`config.mk`:
```
export PLATFORM = sky130hd
export DESIGN_NAME = hit_judge_flat
export DESIGN_NICKNAME = d
export VERILOG_FILES = /design/src/rtl/hit_judge_pkg.sv /design/src/rtl/hit_judge_if.sv /design/src/rtl/hit_judge_box_test.sv /design/src/rtl/hit_judge.sv /design/src/flat_wrapper.sv
export SDC_FILE = /design/constraint.sdc
export NUM_CORES = 1
export LEC_CHECK = 0
export CORE_MARGIN = 4
export CORE_UTILIZATION = 55
export DETAILED_ROUTE_END_ITERATION = 10
export GPL_TIMING_DRIVEN = 0
export PLACE_DENSITY = 0.79
export SYNTH_ARGS = -nofsm -noshare
export SYNTH_HDL_FRONTEND = slang
export SYNTH_HIERARCHICAL = 1
export SYNTH_SLANG_ARGS = --single-unit
```
`constraint.sdc`:
```
create_clock -name clk_in -period 16.69 [get_ports clk_in]
set_input_delay 3.338 -clock clk_in [delete_from_list [all_inputs] [get_ports clk_in]]
set_output_delay 3.338 -clock clk_in [all_outputs]
set_load 0.01 [all_outputs]
```
`src/rtl/hit_judge_pkg.sv`:
```
// Shared types and constants for the block hit judge: swing directions,
// game-state code, FSM states and the verdict record.
package hit_judge_pkg;

    typedef enum logic [2:0] {
        DIR_UP    = 3'd0,
        DIR_DOWN  = 3'd1,
        DIR_LEFT  = 3'd2,
        DIR_RIGHT = 3'd3,
        DIR_ANY   = 3'd4
    } dir_e;

    localparam logic [1:0] STATE_PLAYING = 2'd1;

    typedef enum logic [1:0] {
        S_IDLE,
        S_CHECK,
        S_HEAD,
        S_REPORT
    } fsm_e;

    typedef struct packed {
        logic sliced;
        logic bad_cut;
        logic missed;
        logic player_hit;
    } verdict_t;

    // Collapse the raw flags into one exclusive verdict:
    // player_hit > sliced > bad_cut > missed.
    function automatic verdict_t resolve_verdict(input verdict_t raw);
        verdict_t v;
        v = '0;
        if (raw.player_hit)   v.player_hit = 1'b1;
        else if (raw.sliced)  v.sliced     = 1'b1;
        else if (raw.bad_cut) v.bad_cut    = 1'b1;
        else if (raw.missed)  v.missed     = 1'b1;
        return v;
    endfunction

endpackage

```
`src/rtl/hit_judge_if.sv`:
```
// Block-descriptor handshake and verdict bus between the spawner/scoring
// logic (master) and the hit judge (slave).
interface hit_judge_if #(
    parameter int X_WIDTH = 12,
    parameter int Y_WIDTH = 12,
    parameter int Z_WIDTH = 14
);
    logic               block_valid_in;
    logic               block_ready_out;
    logic [7:0]         block_index_in;
    logic [X_WIDTH-1:0] block_x_in;
    logic [Y_WIDTH-1:0] block_y_in;
    logic [Z_WIDTH-1:0] block_z_in;
    logic               block_color_in;
    logic [2:0]         block_direction_in;
    logic               block_is_obstacle_in;

    logic               result_valid_out;
    logic [7:0]         result_index_out;
    logic               block_sliced_out;
    logic               bad_cut_out;
    logic               block_missed_out;
    logic               player_hit_out;

    modport master (
        output block_valid_in, block_index_in, block_x_in, block_y_in, block_z_in,
               block_color_in, block_direction_in, block_is_obstacle_in,
        input  block_ready_out, result_valid_out, result_index_out,
               block_sliced_out, bad_cut_out, block_missed_out, player_hit_out
    );

    modport slave (
        input  block_valid_in, block_index_in, block_x_in, block_y_in, block_z_in,
               block_color_in, block_direction_in, block_is_obstacle_in,
        output block_ready_out, result_valid_out, result_index_out,
               block_sliced_out, bad_cut_out, block_missed_out, player_hit_out
    );
endinterface

```
`src/rtl/hit_judge_box_test.sv`:
```
// Combinational test of a segment (tip, hilt, midpoint) against a block's
// hit box, plus the swing-direction match for the tip displacement.
module hit_judge_box_test
    import hit_judge_pkg::*;
#(
    parameter int X_WIDTH   = 12,
    parameter int Y_WIDTH   = 12,
    parameter int Z_WIDTH   = 14,
    parameter int HIT_R     = 64,
    parameter int HIT_DZ    = 128,
    parameter int SWING_MIN = 32
) (
    input  logic [X_WIDTH-1:0] i_top_x,
    input  logic [Y_WIDTH-1:0] i_top_y,
    input  logic [Z_WIDTH-1:0] i_top_z,
    input  logic [X_WIDTH-1:0] i_bot_x,
    input  logic [Y_WIDTH-1:0] i_bot_y,
    input  logic [Z_WIDTH-1:0] i_bot_z,
    input  logic [X_WIDTH-1:0] i_blk_x,
    input  logic [Y_WIDTH-1:0] i_blk_y,
    input  logic [Z_WIDTH-1:0] i_blk_z,
    input  logic [X_WIDTH-1:0] i_prev_x,
    input  logic [Y_WIDTH-1:0] i_prev_y,
    input  logic               i_prev_valid,
    input  logic [2:0]         i_direction,
    output logic               o_in_box,
    output logic               o_dir_ok
);

    localparam logic signed [X_WIDTH+1:0] R_X  = (X_WIDTH+2)'(HIT_R);
    localparam logic signed [Y_WIDTH+1:0] R_Y  = (Y_WIDTH+2)'(HIT_R);
    localparam logic signed [Z_WIDTH+1:0] R_Z  = (Z_WIDTH+2)'(HIT_DZ);
    localparam logic signed [X_WIDTH:0]   SW_X = (X_WIDTH+1)'(SWING_MIN);
    localparam logic signed [Y_WIDTH:0]   SW_Y = (Y_WIDTH+1)'(SWING_MIN);

    // Points carried at width+1 so the midpoint sum never wraps.
    logic [X_WIDTH:0] w_px [3];
    logic [Y_WIDTH:0] w_py [3];
    logic [Z_WIDTH:0] w_pz [3];
    logic [2:0]       w_hit;

    assign w_px[0] = {1'b0, i_top_x};
    assign w_py[0] = {1'b0, i_top_y};
    assign w_pz[0] = {1'b0, i_top_z};
    assign w_px[1] = {1'b0, i_bot_x};
    assign w_py[1] = {1'b0, i_bot_y};
    assign w_pz[1] = {1'b0, i_bot_z};
    assign w_px[2] = ({1'b0, i_top_x} + {1'b0, i_bot_x}) >> 1;
    assign w_py[2] = ({1'b0, i_top_y} + {1'b0, i_bot_y}) >> 1;
    assign w_pz[2] = ({1'b0, i_top_z} + {1'b0, i_bot_z}) >> 1;

    for (genvar g = 0; g < 3; g++) begin : g_point
        logic signed [X_WIDTH+1:0] w_dx;
        logic signed [Y_WIDTH+1:0] w_dy;
        logic signed [Z_WIDTH+1:0] w_dz;
        assign w_dx = $signed({1'b0, w_px[g]}) - $signed({2'b00, i_blk_x});
        assign w_dy = $signed({1'b0, w_py[g]}) - $signed({2'b00, i_blk_y});
        assign w_dz = $signed({1'b0, w_pz[g]}) - $signed({2'b00, i_blk_z});
        assign w_hit[g] = (w_dx <= R_X) && (w_dx >= -R_X) &&
                          (w_dy <= R_Y) && (w_dy >= -R_Y) &&
                          (w_dz <= R_Z) && (w_dz >= -R_Z);
    end

    assign o_in_box = |w_hit;

    logic signed [X_WIDTH:0] w_swing_x;
    logic signed [Y_WIDTH:0] w_swing_y;

    assign w_swing_x = $signed({1'b0, i_top_x}) - $signed({1'b0, i_prev_x});
    assign w_swing_y = $signed({1'b0, i_top_y}) - $signed({1'b0, i_prev_y});

    // NOTE: every output of a combinational block gets a default first so no latch is inferred.
    always_comb begin
        o_dir_ok = 1'b1;
        case (i_direction)
            DIR_UP:    o_dir_ok = i_prev_valid && (w_swing_y <= -SW_Y);
            DIR_DOWN:  o_dir_ok = i_prev_valid && (w_swing_y >=  SW_Y);
            DIR_LEFT:  o_dir_ok = i_prev_valid && (w_swing_x <= -SW_X);
            DIR_RIGHT: o_dir_ok = i_prev_valid && (w_swing_x >=  SW_X);
            default:   o_dir_ok = 1'b1;
        endcase
    end

endmodule

```
`src/rtl/hit_judge.sv`:
```
// Per-block hit judge: accepts a block, walks the saber snapshots one per
// cycle (or tests the head for obstacles) and emits one registered verdict.
module hit_judge
    import hit_judge_pkg::*;
#(
    parameter int                  N_SABERS    = 2,
    parameter int                  X_WIDTH     = 12,
    parameter int                  Y_WIDTH     = 12,
    parameter int                  Z_WIDTH     = 14,
    parameter int                  HIT_R       = 64,
    parameter int                  HIT_DZ      = 128,
    parameter int                  MISS_Z      = 16,
    parameter int                  SWING_MIN   = 32,
    parameter logic [N_SABERS-1:0] SABER_COLOR = N_SABERS'(2'b10)
) (
    input  logic                          clk_in,
    input  logic                          rst_in,
    input  logic [1:0]                    state_in,
    hit_judge_if.slave                    bus,
    input  logic [N_SABERS*X_WIDTH-1:0]   saber_x_top_in,
    input  logic [N_SABERS*Y_WIDTH-1:0]   saber_y_top_in,
    input  logic [N_SABERS*Z_WIDTH-1:0]   saber_z_top_in,
    input  logic [N_SABERS*X_WIDTH-1:0]   saber_x_bot_in,
    input  logic [N_SABERS*Y_WIDTH-1:0]   saber_y_bot_in,
    input  logic [N_SABERS*Z_WIDTH-1:0]   saber_z_bot_in,
    input  logic                          hand_update_in,
    input  logic [X_WIDTH-1:0]            head_x_in,
    input  logic [Y_WIDTH-1:0]            head_y_in,
    input  logic [Z_WIDTH-1:0]            head_z_in
);

    localparam int IDX_W = (N_SABERS > 1) ? $clog2(N_SABERS) : 1;
    localparam logic [IDX_W-1:0] LAST_IDX = IDX_W'(N_SABERS - 1);

    logic [X_WIDTH-1:0] w_top_x [N_SABERS];
    logic [Y_WIDTH-1:0] w_top_y [N_SABERS];
    logic [Z_WIDTH-1:0] w_top_z [N_SABERS];
    logic [X_WIDTH-1:0] w_bot_x [N_SABERS];
    logic [Y_WIDTH-1:0] w_bot_y [N_SABERS];
    logic [Z_WIDTH-1:0] w_bot_z [N_SABERS];

    for (genvar g = 0; g < N_SABERS; g++) begin : g_unpack
        assign w_top_x[g] = saber_x_top_in[g*X_WIDTH +: X_WIDTH];
        assign w_top_y[g] = saber_y_top_in[g*Y_WIDTH +: Y_WIDTH];
        assign w_top_z[g] = saber_z_top_in[g*Z_WIDTH +: Z_WIDTH];
        assign w_bot_x[g] = saber_x_bot_in[g*X_WIDTH +: X_WIDTH];
        assign w_bot_y[g] = saber_y_bot_in[g*Y_WIDTH +: Y_WIDTH];
        assign w_bot_z[g] = saber_z_bot_in[g*Z_WIDTH +: Z_WIDTH];
    end

    fsm_e             r_state;
    logic [IDX_W-1:0] r_idx;
    logic             r_playing;
    logic             r_sliced;
    logic             r_bad_cut;
    logic             r_player_hit;
    logic             r_result_valid;
    logic [7:0]       r_result_index;
    verdict_t         r_verdict;

    logic [X_WIDTH-1:0] r_prev_x [N_SABERS];
    logic [Y_WIDTH-1:0] r_prev_y [N_SABERS];
    logic               r_prev_valid;

    logic [7:0]         r_blk_index;
    logic [X_WIDTH-1:0] r_blk_x;
    logic [Y_WIDTH-1:0] r_blk_y;
    logic [Z_WIDTH-1:0] r_blk_z;
    logic               r_blk_color;
    logic [2:0]         r_blk_dir;
    logic               r_blk_obstacle;
    logic [X_WIDTH-1:0] r_snap_top_x [N_SABERS];
    logic [Y_WIDTH-1:0] r_snap_top_y [N_SABERS];
    logic [Z_WIDTH-1:0] r_snap_top_z [N_SABERS];
    logic [X_WIDTH-1:0] r_snap_bot_x [N_SABERS];
    logic [Y_WIDTH-1:0] r_snap_bot_y [N_SABERS];
    logic [Z_WIDTH-1:0] r_snap_bot_z [N_SABERS];
    logic [X_WIDTH-1:0] r_snap_prev_x [N_SABERS];
    logic [Y_WIDTH-1:0] r_snap_prev_y [N_SABERS];
    logic               r_snap_prev_valid;
    logic [X_WIDTH-1:0] r_head_x;
    logic [Y_WIDTH-1:0] r_head_y;
    logic [Z_WIDTH-1:0] r_head_z;

    logic w_accept;
    assign w_accept = bus.block_valid_in && (r_state == S_IDLE);

    // Previous tips track the hand stream regardless of what the FSM is doing.
    always_ff @(posedge clk_in or posedge rst_in) begin
        if (rst_in) begin
            r_prev_x     <= '{default: '0};
            r_prev_y     <= '{default: '0};
            r_prev_valid <= 1'b0;
        end else if (hand_update_in) begin
            r_prev_x     <= w_top_x;
            r_prev_y     <= w_top_y;
            r_prev_valid <= 1'b1;
        end
    end

    // NOTE: snapshot registers are pure data qualified by the FSM, so they carry no reset.
    always_ff @(posedge clk_in) begin
        if (w_accept) begin
            r_blk_index       <= bus.block_index_in;
            r_blk_x           <= bus.block_x_in;
            r_blk_y           <= bus.block_y_in;
            r_blk_z           <= bus.block_z_in;
            r_blk_color       <= bus.block_color_in;
            r_blk_dir         <= bus.block_direction_in;
            r_blk_obstacle    <= bus.block_is_obstacle_in;
            r_snap_top_x      <= w_top_x;
            r_snap_top_y      <= w_top_y;
            r_snap_top_z      <= w_top_z;
            r_snap_bot_x      <= w_bot_x;
            r_snap_bot_y      <= w_bot_y;
            r_snap_bot_z      <= w_bot_z;
            r_snap_prev_x     <= r_prev_x;
            r_snap_prev_y     <= r_prev_y;
            r_snap_prev_valid <= r_prev_valid;
            r_head_x          <= head_x_in;
            r_head_y          <= head_y_in;
            r_head_z          <= head_z_in;
        end
    end

    // The single box tester sees the indexed saber in CHECK and the head in HEAD.
    logic [X_WIDTH-1:0] w_pt_top_x, w_pt_bot_x;
    logic [Y_WIDTH-1:0] w_pt_top_y, w_pt_bot_y;
    logic [Z_WIDTH-1:0] w_pt_top_z, w_pt_bot_z;
    logic               w_in_box;
    logic               w_dir_ok;

    always_comb begin
        w_pt_top_x = r_snap_top_x[r_idx];
        w_pt_top_y = r_snap_top_y[r_idx];
        w_pt_top_z = r_snap_top_z[r_idx];
        w_pt_bot_x = r_snap_bot_x[r_idx];
        w_pt_bot_y = r_snap_bot_y[r_idx];
        w_pt_bot_z = r_snap_bot_z[r_idx];
        if (r_state == S_HEAD) begin
            w_pt_top_x = r_head_x;
            w_pt_top_y = r_head_y;
            w_pt_top_z = r_head_z;
            w_pt_bot_x = r_head_x;
            w_pt_bot_y = r_head_y;
            w_pt_bot_z = r_head_z;
        end
    end

    hit_judge_box_test #(
        .X_WIDTH   (X_WIDTH),
        .Y_WIDTH   (Y_WIDTH),
        .Z_WIDTH   (Z_WIDTH),
        .HIT_R     (HIT_R),
        .HIT_DZ    (HIT_DZ),
        .SWING_MIN (SWING_MIN)
    ) u_box_test (
        .i_top_x      (w_pt_top_x),
        .i_top_y      (w_pt_top_y),
        .i_top_z      (w_pt_top_z),
        .i_bot_x      (w_pt_bot_x),
        .i_bot_y      (w_pt_bot_y),
        .i_bot_z      (w_pt_bot_z),
        .i_blk_x      (r_blk_x),
        .i_blk_y      (r_blk_y),
        .i_blk_z      (r_blk_z),
        .i_prev_x     (r_snap_prev_x[r_idx]),
        .i_prev_y     (r_snap_prev_y[r_idx]),
        .i_prev_valid (r_snap_prev_valid),
        .i_direction  (r_blk_dir),
        .o_in_box     (w_in_box),
        .o_dir_ok     (w_dir_ok)
    );

    verdict_t w_raw;
    always_comb begin
        w_raw            = '0;
        w_raw.player_hit = r_player_hit;
        w_raw.sliced     = r_sliced;
        w_raw.bad_cut    = r_bad_cut;
        w_raw.missed     = r_playing && !r_blk_obstacle && (r_blk_z < Z_WIDTH'(MISS_Z));
    end

    always_ff @(posedge clk_in or posedge rst_in) begin
        if (rst_in) begin
            r_state        <= S_IDLE;
            r_idx          <= '0;
            r_playing      <= 1'b0;
            r_sliced       <= 1'b0;
            r_bad_cut      <= 1'b0;
            r_player_hit   <= 1'b0;
            r_result_valid <= 1'b0;
            r_result_index <= '0;
            r_verdict      <= '0;
        end else begin
            r_result_valid <= 1'b0;
            r_verdict      <= '0;
            case (r_state)
                S_IDLE: begin
                    if (w_accept) begin
                        r_idx        <= '0;
                        r_sliced     <= 1'b0;
                        r_bad_cut    <= 1'b0;
                        r_player_hit <= 1'b0;
                        r_playing    <= (state_in == STATE_PLAYING);
                        if (state_in != STATE_PLAYING)        r_state <= S_REPORT;
                        else if (bus.block_is_obstacle_in)    r_state <= S_HEAD;
                        else                                  r_state <= S_CHECK;
                    end
                end
                S_CHECK: begin
                    if (w_in_box) begin
                        if ((SABER_COLOR[r_idx] == r_blk_color) && w_dir_ok) r_sliced  <= 1'b1;
                        else                                                 r_bad_cut <= 1'b1;
                    end
                    if (r_idx == LAST_IDX) r_state <= S_REPORT;
                    else                   r_idx   <= r_idx + 1'b1;
                end
                S_HEAD: begin
                    r_player_hit <= w_in_box;
                    r_state      <= S_REPORT;
                end
                S_REPORT: begin
                    r_result_valid <= 1'b1;
                    r_result_index <= r_blk_index;
                    r_verdict      <= resolve_verdict(w_raw);
                    r_state        <= S_IDLE;
                end
                default: r_state <= S_IDLE;
            endcase
        end
    end

    assign bus.block_ready_out  = (r_state == S_IDLE);
    assign bus.result_valid_out = r_result_valid;
    assign bus.result_index_out = r_result_index;
    assign bus.block_sliced_out = r_verdict.sliced;
    assign bus.bad_cut_out      = r_verdict.bad_cut;
    assign bus.block_missed_out = r_verdict.missed;
    assign bus.player_hit_out   = r_verdict.player_hit;

endmodule

```
`src/flat_wrapper.sv`:
```
// flat-port wrapper written by rule: the top's interface ports become plain ports
module hit_judge_flat import hit_judge_pkg::*;
#(
    parameter int                  N_SABERS    = 2,
    parameter int                  X_WIDTH     = 12,
    parameter int                  Y_WIDTH     = 12,
    parameter int                  Z_WIDTH     = 14,
    parameter int                  HIT_R       = 64,
    parameter int                  HIT_DZ      = 128,
    parameter int                  MISS_Z      = 16,
    parameter int                  SWING_MIN   = 32,
    parameter logic [N_SABERS-1:0] SABER_COLOR = N_SABERS'(2'b10)
)
  (clk_in, rst_in, state_in, saber_x_top_in, saber_y_top_in, saber_z_top_in, saber_x_bot_in, saber_y_bot_in, saber_z_bot_in, hand_update_in, head_x_in, head_y_in, head_z_in, bus_block_valid_in, bus_block_index_in, bus_block_x_in, bus_block_y_in, bus_block_z_in, bus_block_color_in, bus_block_direction_in, bus_block_is_obstacle_in, bus_block_ready_out, bus_result_valid_out, bus_result_index_out, bus_block_sliced_out, bus_bad_cut_out, bus_block_missed_out, bus_player_hit_out);
  hit_judge_if #(.X_WIDTH(X_WIDTH), .Y_WIDTH(Y_WIDTH), .Z_WIDTH(Z_WIDTH)) bus_i ();
  input  logic clk_in;
  input  logic rst_in;
  input  logic [1:0] state_in;
  input  logic [N_SABERS*X_WIDTH-1:0] saber_x_top_in;
  input  logic [N_SABERS*Y_WIDTH-1:0] saber_y_top_in;
  input  logic [N_SABERS*Z_WIDTH-1:0] saber_z_top_in;
  input  logic [N_SABERS*X_WIDTH-1:0] saber_x_bot_in;
  input  logic [N_SABERS*Y_WIDTH-1:0] saber_y_bot_in;
  input  logic [N_SABERS*Z_WIDTH-1:0] saber_z_bot_in;
  input  logic hand_update_in;
  input  logic [X_WIDTH-1:0] head_x_in;
  input  logic [Y_WIDTH-1:0] head_y_in;
  input  logic [Z_WIDTH-1:0] head_z_in;
  input wire logic [$bits(bus_i.block_valid_in)-1:0] bus_block_valid_in;
  input wire logic [$bits(bus_i.block_index_in)-1:0] bus_block_index_in;
  input wire logic [$bits(bus_i.block_x_in)-1:0] bus_block_x_in;
  input wire logic [$bits(bus_i.block_y_in)-1:0] bus_block_y_in;
  input wire logic [$bits(bus_i.block_z_in)-1:0] bus_block_z_in;
  input wire logic [$bits(bus_i.block_color_in)-1:0] bus_block_color_in;
  input wire logic [$bits(bus_i.block_direction_in)-1:0] bus_block_direction_in;
  input wire logic [$bits(bus_i.block_is_obstacle_in)-1:0] bus_block_is_obstacle_in;
  output wire logic [$bits(bus_i.block_ready_out)-1:0] bus_block_ready_out;
  output wire logic [$bits(bus_i.result_valid_out)-1:0] bus_result_valid_out;
  output wire logic [$bits(bus_i.result_index_out)-1:0] bus_result_index_out;
  output wire logic [$bits(bus_i.block_sliced_out)-1:0] bus_block_sliced_out;
  output wire logic [$bits(bus_i.bad_cut_out)-1:0] bus_bad_cut_out;
  output wire logic [$bits(bus_i.block_missed_out)-1:0] bus_block_missed_out;
  output wire logic [$bits(bus_i.player_hit_out)-1:0] bus_player_hit_out;
  assign bus_i.block_valid_in = bus_block_valid_in;
  assign bus_i.block_index_in = bus_block_index_in;
  assign bus_i.block_x_in = bus_block_x_in;
  assign bus_i.block_y_in = bus_block_y_in;
  assign bus_i.block_z_in = bus_block_z_in;
  assign bus_i.block_color_in = bus_block_color_in;
  assign bus_i.block_direction_in = bus_block_direction_in;
  assign bus_i.block_is_obstacle_in = bus_block_is_obstacle_in;
  assign bus_block_ready_out = bus_i.block_ready_out;
  assign bus_result_valid_out = bus_i.result_valid_out;
  assign bus_result_index_out = bus_i.result_index_out;
  assign bus_block_sliced_out = bus_i.block_sliced_out;
  assign bus_bad_cut_out = bus_i.bad_cut_out;
  assign bus_block_missed_out = bus_i.block_missed_out;
  assign bus_player_hit_out = bus_i.player_hit_out;
  hit_judge #(.N_SABERS(N_SABERS), .X_WIDTH(X_WIDTH), .Y_WIDTH(Y_WIDTH), .Z_WIDTH(Z_WIDTH), .HIT_R(HIT_R), .HIT_DZ(HIT_DZ), .MISS_Z(MISS_Z), .SWING_MIN(SWING_MIN), .SABER_COLOR(SABER_COLOR)) u_core (.clk_in(clk_in), .rst_in(rst_in), .state_in(state_in), .bus(bus_i), .saber_x_top_in(saber_x_top_in), .saber_y_top_in(saber_y_top_in), .saber_z_top_in(saber_z_top_in), .saber_x_bot_in(saber_x_bot_in), .saber_y_bot_in(saber_y_bot_in), .saber_z_bot_in(saber_z_bot_in), .hand_update_in(hand_update_in), .head_x_in(head_x_in), .head_y_in(head_y_in), .head_z_in(head_z_in));
endmodule
```
==> summary.md, run 1 <==
| Metric | Value |
|---|---|
| Fin crit share | 42.1% |
| Boundary pin count | 261 |
| Max incr delay on CP | 0.65 ns |
| Slew HR | 34.0% |
| Crit start category | flip-flop |
| Final net count | 2627 |
| Detailed Route WL | 57900 µm |
| Synth cell types | 77 |
| Max_cap viols | 0 |
| Biggest regs | u_core/r_snap_bot_z (28), u_core/r_snap_top_z (28) |
| Met1 Use GR | 37.1% |
| Pin count of the biggest net entering global routing | 139 |
| Syn avg cell area | 11.5 µm² |
| Worst hold path class | reg -> reg |
| CTS root buf | clkbuf_16 |
| Crit Path Max Fanout | 10 |
| TritonCTS clock tree | yes |
| Final setup fails | 0 |
| Via count | 16130 |
| Synth warn | 6 |
| Synthesized flop and latch total | 359 |
| Ys flop type | edfxtp_1 |
| Clock Tree Buf Depth | 3 |
| Tmin final | 7.03 ns |
| Drt first pass iters | 6 |
| Crit path arrival time | 7.52 ns |
| Post-Syn Nets | 2324 |
| Clock skew | 0.0222 ns |
| EDFF count, synth | 290 |
| Row Count | 72 |
| Cells after Synth | 1889 |
| Starting Density | 56.0% |
| Die ar. | 42800 µm² |
| Die W | 207 µm |
| Setup bufs post-CTS | 0 |
| Worst setup EP type | flip-flop |
| Clock latency at the later pin of the worst-skew pair | 0.57 ns |
| Final HPWL DP | 44700 µm |
| Core area | 38900 µm² |
| Least-Margin Pin Slew | 0.975 ns |
| RSZ-0062 raised after global routing | no |
| Outcome | complete, no violations |
| Vias in the first global route | 16001 |
| Crit Path Category | reg -> reg |
| Final Hold Viols | 0 |
| Routed Antenna Nets | 0 |
| CTS H-tree depth | 2 |
| Worst EP required | 17.18 ns |
| First-pass GRT wire length | 87000 µm |
| Met2 usage | 42.9% |
| Via density per instance | 5.87 |
| Gr usage total | 26.4% |
| Sink Count | 359 |
| Hold buffers post-CTS | 0 |
| Number of port buffers | 259 |
| Top achievable clock speed | 142 MHz |
| Max Slew Vio Count | 0 |
| Reg clk slew, reported paths | 0.06 ns |
| Leading area contributor after synthesis | edfxtp_1 |
| Grt ovf | 0 |
| Post-synth ARST share | 19.2% |
| Sequential-to-total area share from yosys stat | 47.9% |
| CTS buffer count | 39 |
| Die height | 207 µm |
| Area contributors post-synth | edfxtp_1 (40%), ha_1 (10%), dfrtp_1 (7.9%) |
| Wire per inst | 21.1 µm |
| Met3 Use GR | 3.41% |
| Post-cts resize count | 0 |
| DR iter-0 viols | 1356 |
| Grt peak-use layer | met2 |
| Flop2flop setup slack | 9.66 ns |
| P&R area growth vs syn | 21.4% |
| Ratio of cells with drive above 1 in the final layout | 11.9% |
| Slowest CP cell | or4b_2 |
| Residual DRC | 0 |
| Post-route setup TNS | 0 ns |
| Routability cong. | 0.931 |
| Yosys top cell area share | 40.0% |
| Antenna violations before repair | 5 |
| Synth Cell Area | 21800 µm² |
## routing by layer
metal	wire, µm	up-vias	share of wire [%]
met4	1680	0	2.9
met1	25200	7819	44
li1	-	7653	-
met5	0	-	0
met3	3520	87	6.1
met2	27500	571	47
## placed cells by master, fill, tap and decap left out, types with 25 or more instances in the layout
cell and n:
a211oi_2 70, nand2_1 56, clkdlybuf4s50_1 259, nor3_1 42, dfrtp_1 69, nand2b_1 25
edfxtp_1 290, o21ai_0 84, ha_1 177, nand3_1 25, nor2_1 165, xor2_1 40
nor2b_1 149, xnor2_1 73, mux2_2 82, inv_1 112, clkbuf_16 39, a21oi_1 76
## per-stage QoR
| step | hold slack (ns) | setup WS, ns | util, % | instances | instance area [µm²] |
|---|---|---|---|---|---|
| 2_1_floorplan | 0.409 | 7.02 | - | 1889 | 21800 |
| 3_3_place_gp | 0.424 | 4.12 | 64.3 | 2666 | 25000 |
| 3_5_place_dp | 0.428 | 9.79 | 64.5 | 2669 | 25100 |
| 4_1_cts | 0.443 | 9.74 | 67.9 | 2741 | 26400 |
| 5_1_grt | 0.453 | 9.24 | 67.9 | 2745 | 26400 |
| 6_report | 0.442 | 9.66 | 68.0 | 2746 | 26400 |
## path summary, 6_finish.rpt
kind	startpoint	cells after the start	to
max in group asynchronous	rst_in	3	u_core/bus.result_index_out[1]
worst min-delay path	u_core/r_prev_y[16]	0	u_core/r_snap_prev_y[16]
min in group asynchronous	rst_in	2	u_core/r_prev_y[0]
worst max-delay path	u_core/r_state[0]	29	u_core/r_bad_cut
worst max register to register	u_core/r_state[0]	29	u_core/r_bad_cut
worst min register to register	u_core/r_prev_y[16]	0	u_core/r_snap_prev_y[16]
## kinds of logic after synthesis
group | count (synthesis) | share of synthesized area, %
buffers and inverters | 161 | 3.66
AND/OR/NAND/NOR | 556 | 13.3
AO/OA/AOI/OAI | 417 | 14.5
XOR/XNOR | 113 | 4.54
flip-flops | 359 | 47.9
multiplexers | 95 | 4.84
adder cells (fa/ha/maj) | 188 | 11.2
## area by class of cell
class | instances | area, µm²
inverter | 114 | 438
tap | 518 | 648
timing repair buffer | 262 | 2680
sequential | 359 | 10400
clock buffer | 51 | 1050
antenna | 5 | 12.5
multi-input combinational | 1369 | 10500
clock inverter | 21 | 270
buffer | 47 | 369
fill | 2868 | 12500
## synth_stat cells (all sizes together) (12+ instances only)
| cell | number |
|---|---|
| o21ai | 86 |
| a21o | 17 |
| o21a | 24 |
| buf | 33 |
| a211oi | 85 |
| nor3 | 42 |
| ha | 177 |
| nand3 | 25 |
| nor2 | 165 |
| nand2 | 56 |
| xor2 | 40 |
| nor2b | 149 |
| nand4 | 14 |
| a21oi | 76 |
| edfxtp | 290 |
| or3 | 17 |
| nor4 | 12 |
| clkbuf | 14 |
| mux2i | 13 |
| mux2 | 82 |
| o211ai | 12 |
| nand2b | 25 |
| inv | 114 |
| a31oi | 15 |
| xnor2 | 73 |
| or2 | 12 |
| dfrtp | 69 |
## critical path, delay by kind of cell (launching register included)
kind	cells	cell delay (ns)
AOI/OAI and AO/OA	12	2.19
and+or+nand+nor	8	1.91
buffers and inverters	5	1.26
adders and majority gates	3	1.00
DFF	1	0.42
xor gates and xnor gates	1	0.17
Power of run 1 is not shown: default switching activity piles up to over one toggle a cycle in this logic, so the estimate is an artifact.
==> run 2: changes to the inputs <==
==> constraint.sdc (replaced) <==
create_clock -name clk_in -period 7.1 [get_ports clk_in]
set_input_delay 1.42 -clock clk_in [delete_from_list [all_inputs] [get_ports clk_in]]
set_output_delay 1.42 -clock clk_in [all_outputs]
set_load 0.01 [all_outputs]
==> summary.md, run 2 (synthesis gave the netlist of run 1 again) <==
| Metric | Value |
|---|---|
| Outcome | complete, no violations |
| Clock skew | 0.0213 ns |
| Flop2flop setup slack | 0.37 ns |
| Ratio of cells with drive above 1 in the final layout | 12.6% |
| Die height | 207 µm |
| Hold Crit Start | u_core/r_prev_y[16] |
| Pin count of the biggest net entering global routing | 62 |
| P&R area growth vs syn | 22.1% |
| Routed Antenna Nets | 0 |
| Gr usage total | 26.6% |
| Fill cell count | 2868 |
| Row Count | 72 |
| Setup ws final | 0.368 ns |
| Leading cell type in the layout, fill and taps excluded | edfxtp_1 |
| Post-route setup TNS | 0 ns |
| Core area | 38900 µm² |
| Vias in the first global route | 16422 |
| Grt ovf | 0 |
| Slew HR | 49.5% |
| Clock latency at the later pin of the worst-skew pair | 0.57 ns |
| Crit Path Category | reg -> reg |
| Tmin final | 6.73 ns |
| Storage cell area | 10400 µm² |
| Slowest CP cell | fa_1 |
| CTS H-tree depth | 2 |
| Multi-input gate area | 10600 µm² |
| Routability cong. | 0.934 |
| Least-Margin Pin Slew | 0.748 ns |
| First-pass GRT wire length | 87700 µm |
| Boundary pin count | 261 |
| Hold depth | 0 |
| Detailed Route WL | 58600 µm |
| Max Used Layer | met4 |
| Most frequent cells in the layout | edfxtp_1 (290), clkdlybuf4s50_1 (259), ha_1 (177) |
| RR Endpoint | u_core/r_sliced |
| Hold buffers post-CTS | 0 |
| Routed wl met2 | 27800 µm |
| Worst path depth | 30 |
| Die W | 207 µm |
| Hold WS | 0.439 ns |
| Biggest regs | u_core/r_snap_bot_z (28), u_core/r_snap_top_z (28) |
| Most used cell, CP | o21ai_0 |
| Hold EP | u_core/r_snap_prev_y[16] |
| Via density per instance | 5.93 |
| Final Hold Viols | 0 |
| Met1 wire length | 25300 µm |
| CP bufs+invs | 4 |
| TritonCTS clock tree | yes |
| Starting Density | 56.0% |
| Clock Tree Buf Depth | 3 |
| Max_cap viols | 0 |
| Pre-CTS setup slack | 0.247 ns |
| Antenna violations before repair | 5 |
| Core Util, Final | 68.3% |
| Worst EP required | 7.53 ns |
| Crit start category | flip-flop |
| Fin crit share | 94.8% |
| Top achievable clock speed | 149 MHz |
| Max Slew Vio Count | 0 |
| Reg clk slew, reported paths | 0.06 ns |
| Die ar. | 42800 µm² |
| Sink Count | 359 |
| Via count | 16335 |
| Number of port buffers | 259 |
| Reg2reg path depth | 30 |
| Drt first pass iters | 7 |
| Max incr delay on CP | 0.44 ns |
| Final net count | 2634 |
| Final setup fails | 0 |
| CTS root buf | clkbuf_16 |
| Final HPWL DP | 45700 µm |
| Met3 WL | 3690 µm |
| Worst hold path class | reg -> reg |
| DR iter-0 viols | 1396 |
| Setup bufs post-CTS | 0 |
| Worst setup EP type | flip-flop |
| Crit Path Max Fanout | 10 |
| CTS buffer count | 39 |
| Reg2Reg Launch Point | u_core/r_state[0] |
| Crit-path leading delay family | compound AO/OA/AOI/OAI gates |
| Post-cts resize count | 0 |
| Crit path arrival time | 7.16 ns |
| Wire per inst | 21.3 µm |
| Residual DRC | 0 |
## run 2: cell count changes in the layout (fill, tap and decap cells not counted), moves of 2 or more
| cell | delta |
|---|---|
| clkbuf_4 | +4 |
| clkbuf_8 | -2 |
| nor2_2 | +7 |
| buf_12 | +7 |
| clkinv_2 | +3 |
| clkbuf_1 | +2 |
| nor2_1 | -7 |
| diode_2 | +2 |
| buf_2 | -4 |
## run 2: worst max path at each step
stage / start / to / slack (ns)
finish: u_core/r_state[0] / u_core/r_sliced / 0.37
detailed placement: u_core/r_state[0] / u_core/r_bad_cut / 0.25
global route: u_core/r_state[0] / u_core/r_bad_cut / -0.007
CTS: u_core/r_state[0] / u_core/r_bad_cut / 0.21
global placement: bus_block_valid_in / u_core/r_snap_bot_y[0] / -1.59
floorplan: bus_block_valid_in / u_core/r_blk_color / 0.81
## run 2: per-stage QoR
stage               instances  area (µm²)
floorplan                1889       21800
global placement         2666       25000
detailed placement       2676       25200
CTS                      2748       26500
global route             2753       26600
finish                   2755       26600
## run 2: metal layers
| metal | track usage (%) | vias up |
|---|---|---|
| met5 | 0 | - |
| met4 | 9.40 | 0 |
| met3 | 3.69 | 106 |
| met2 | 43.8 | 600 |
| met1 | 36.3 | 7977 |
| li1 | - | 7652 |
## run 2: area by class of cell
type	instances	area share, %
clock buffers	51	3.88
well taps	518	2.44
plain buffers	47	1.43
diodes	7	0.0659
clock inverters	21	0.927
flip-flops and latches	359	39.2
repair buffers	269	10.6
multi-input cells	1369	39.8
inverters	114	1.63
## run 2: worst reg2reg max path, delay by kind of cell (launching register included)
| kind | cells | cell delay, ns |
|---|---|---|
| AO/OA/AOI/OAI | 16 | 3.30 |
| XOR/XNOR | 1 | 0.12 |
| adder cells (fa/ha/maj) | 3 | 0.98 |
| buffers and inverters | 4 | 0.62 |
| flip-flops | 1 | 0.40 |
| multiplexers | 1 | 0.16 |
| AND/OR/NAND/NOR | 5 | 1.03 |
Power of run 2 is left out for the same reason.
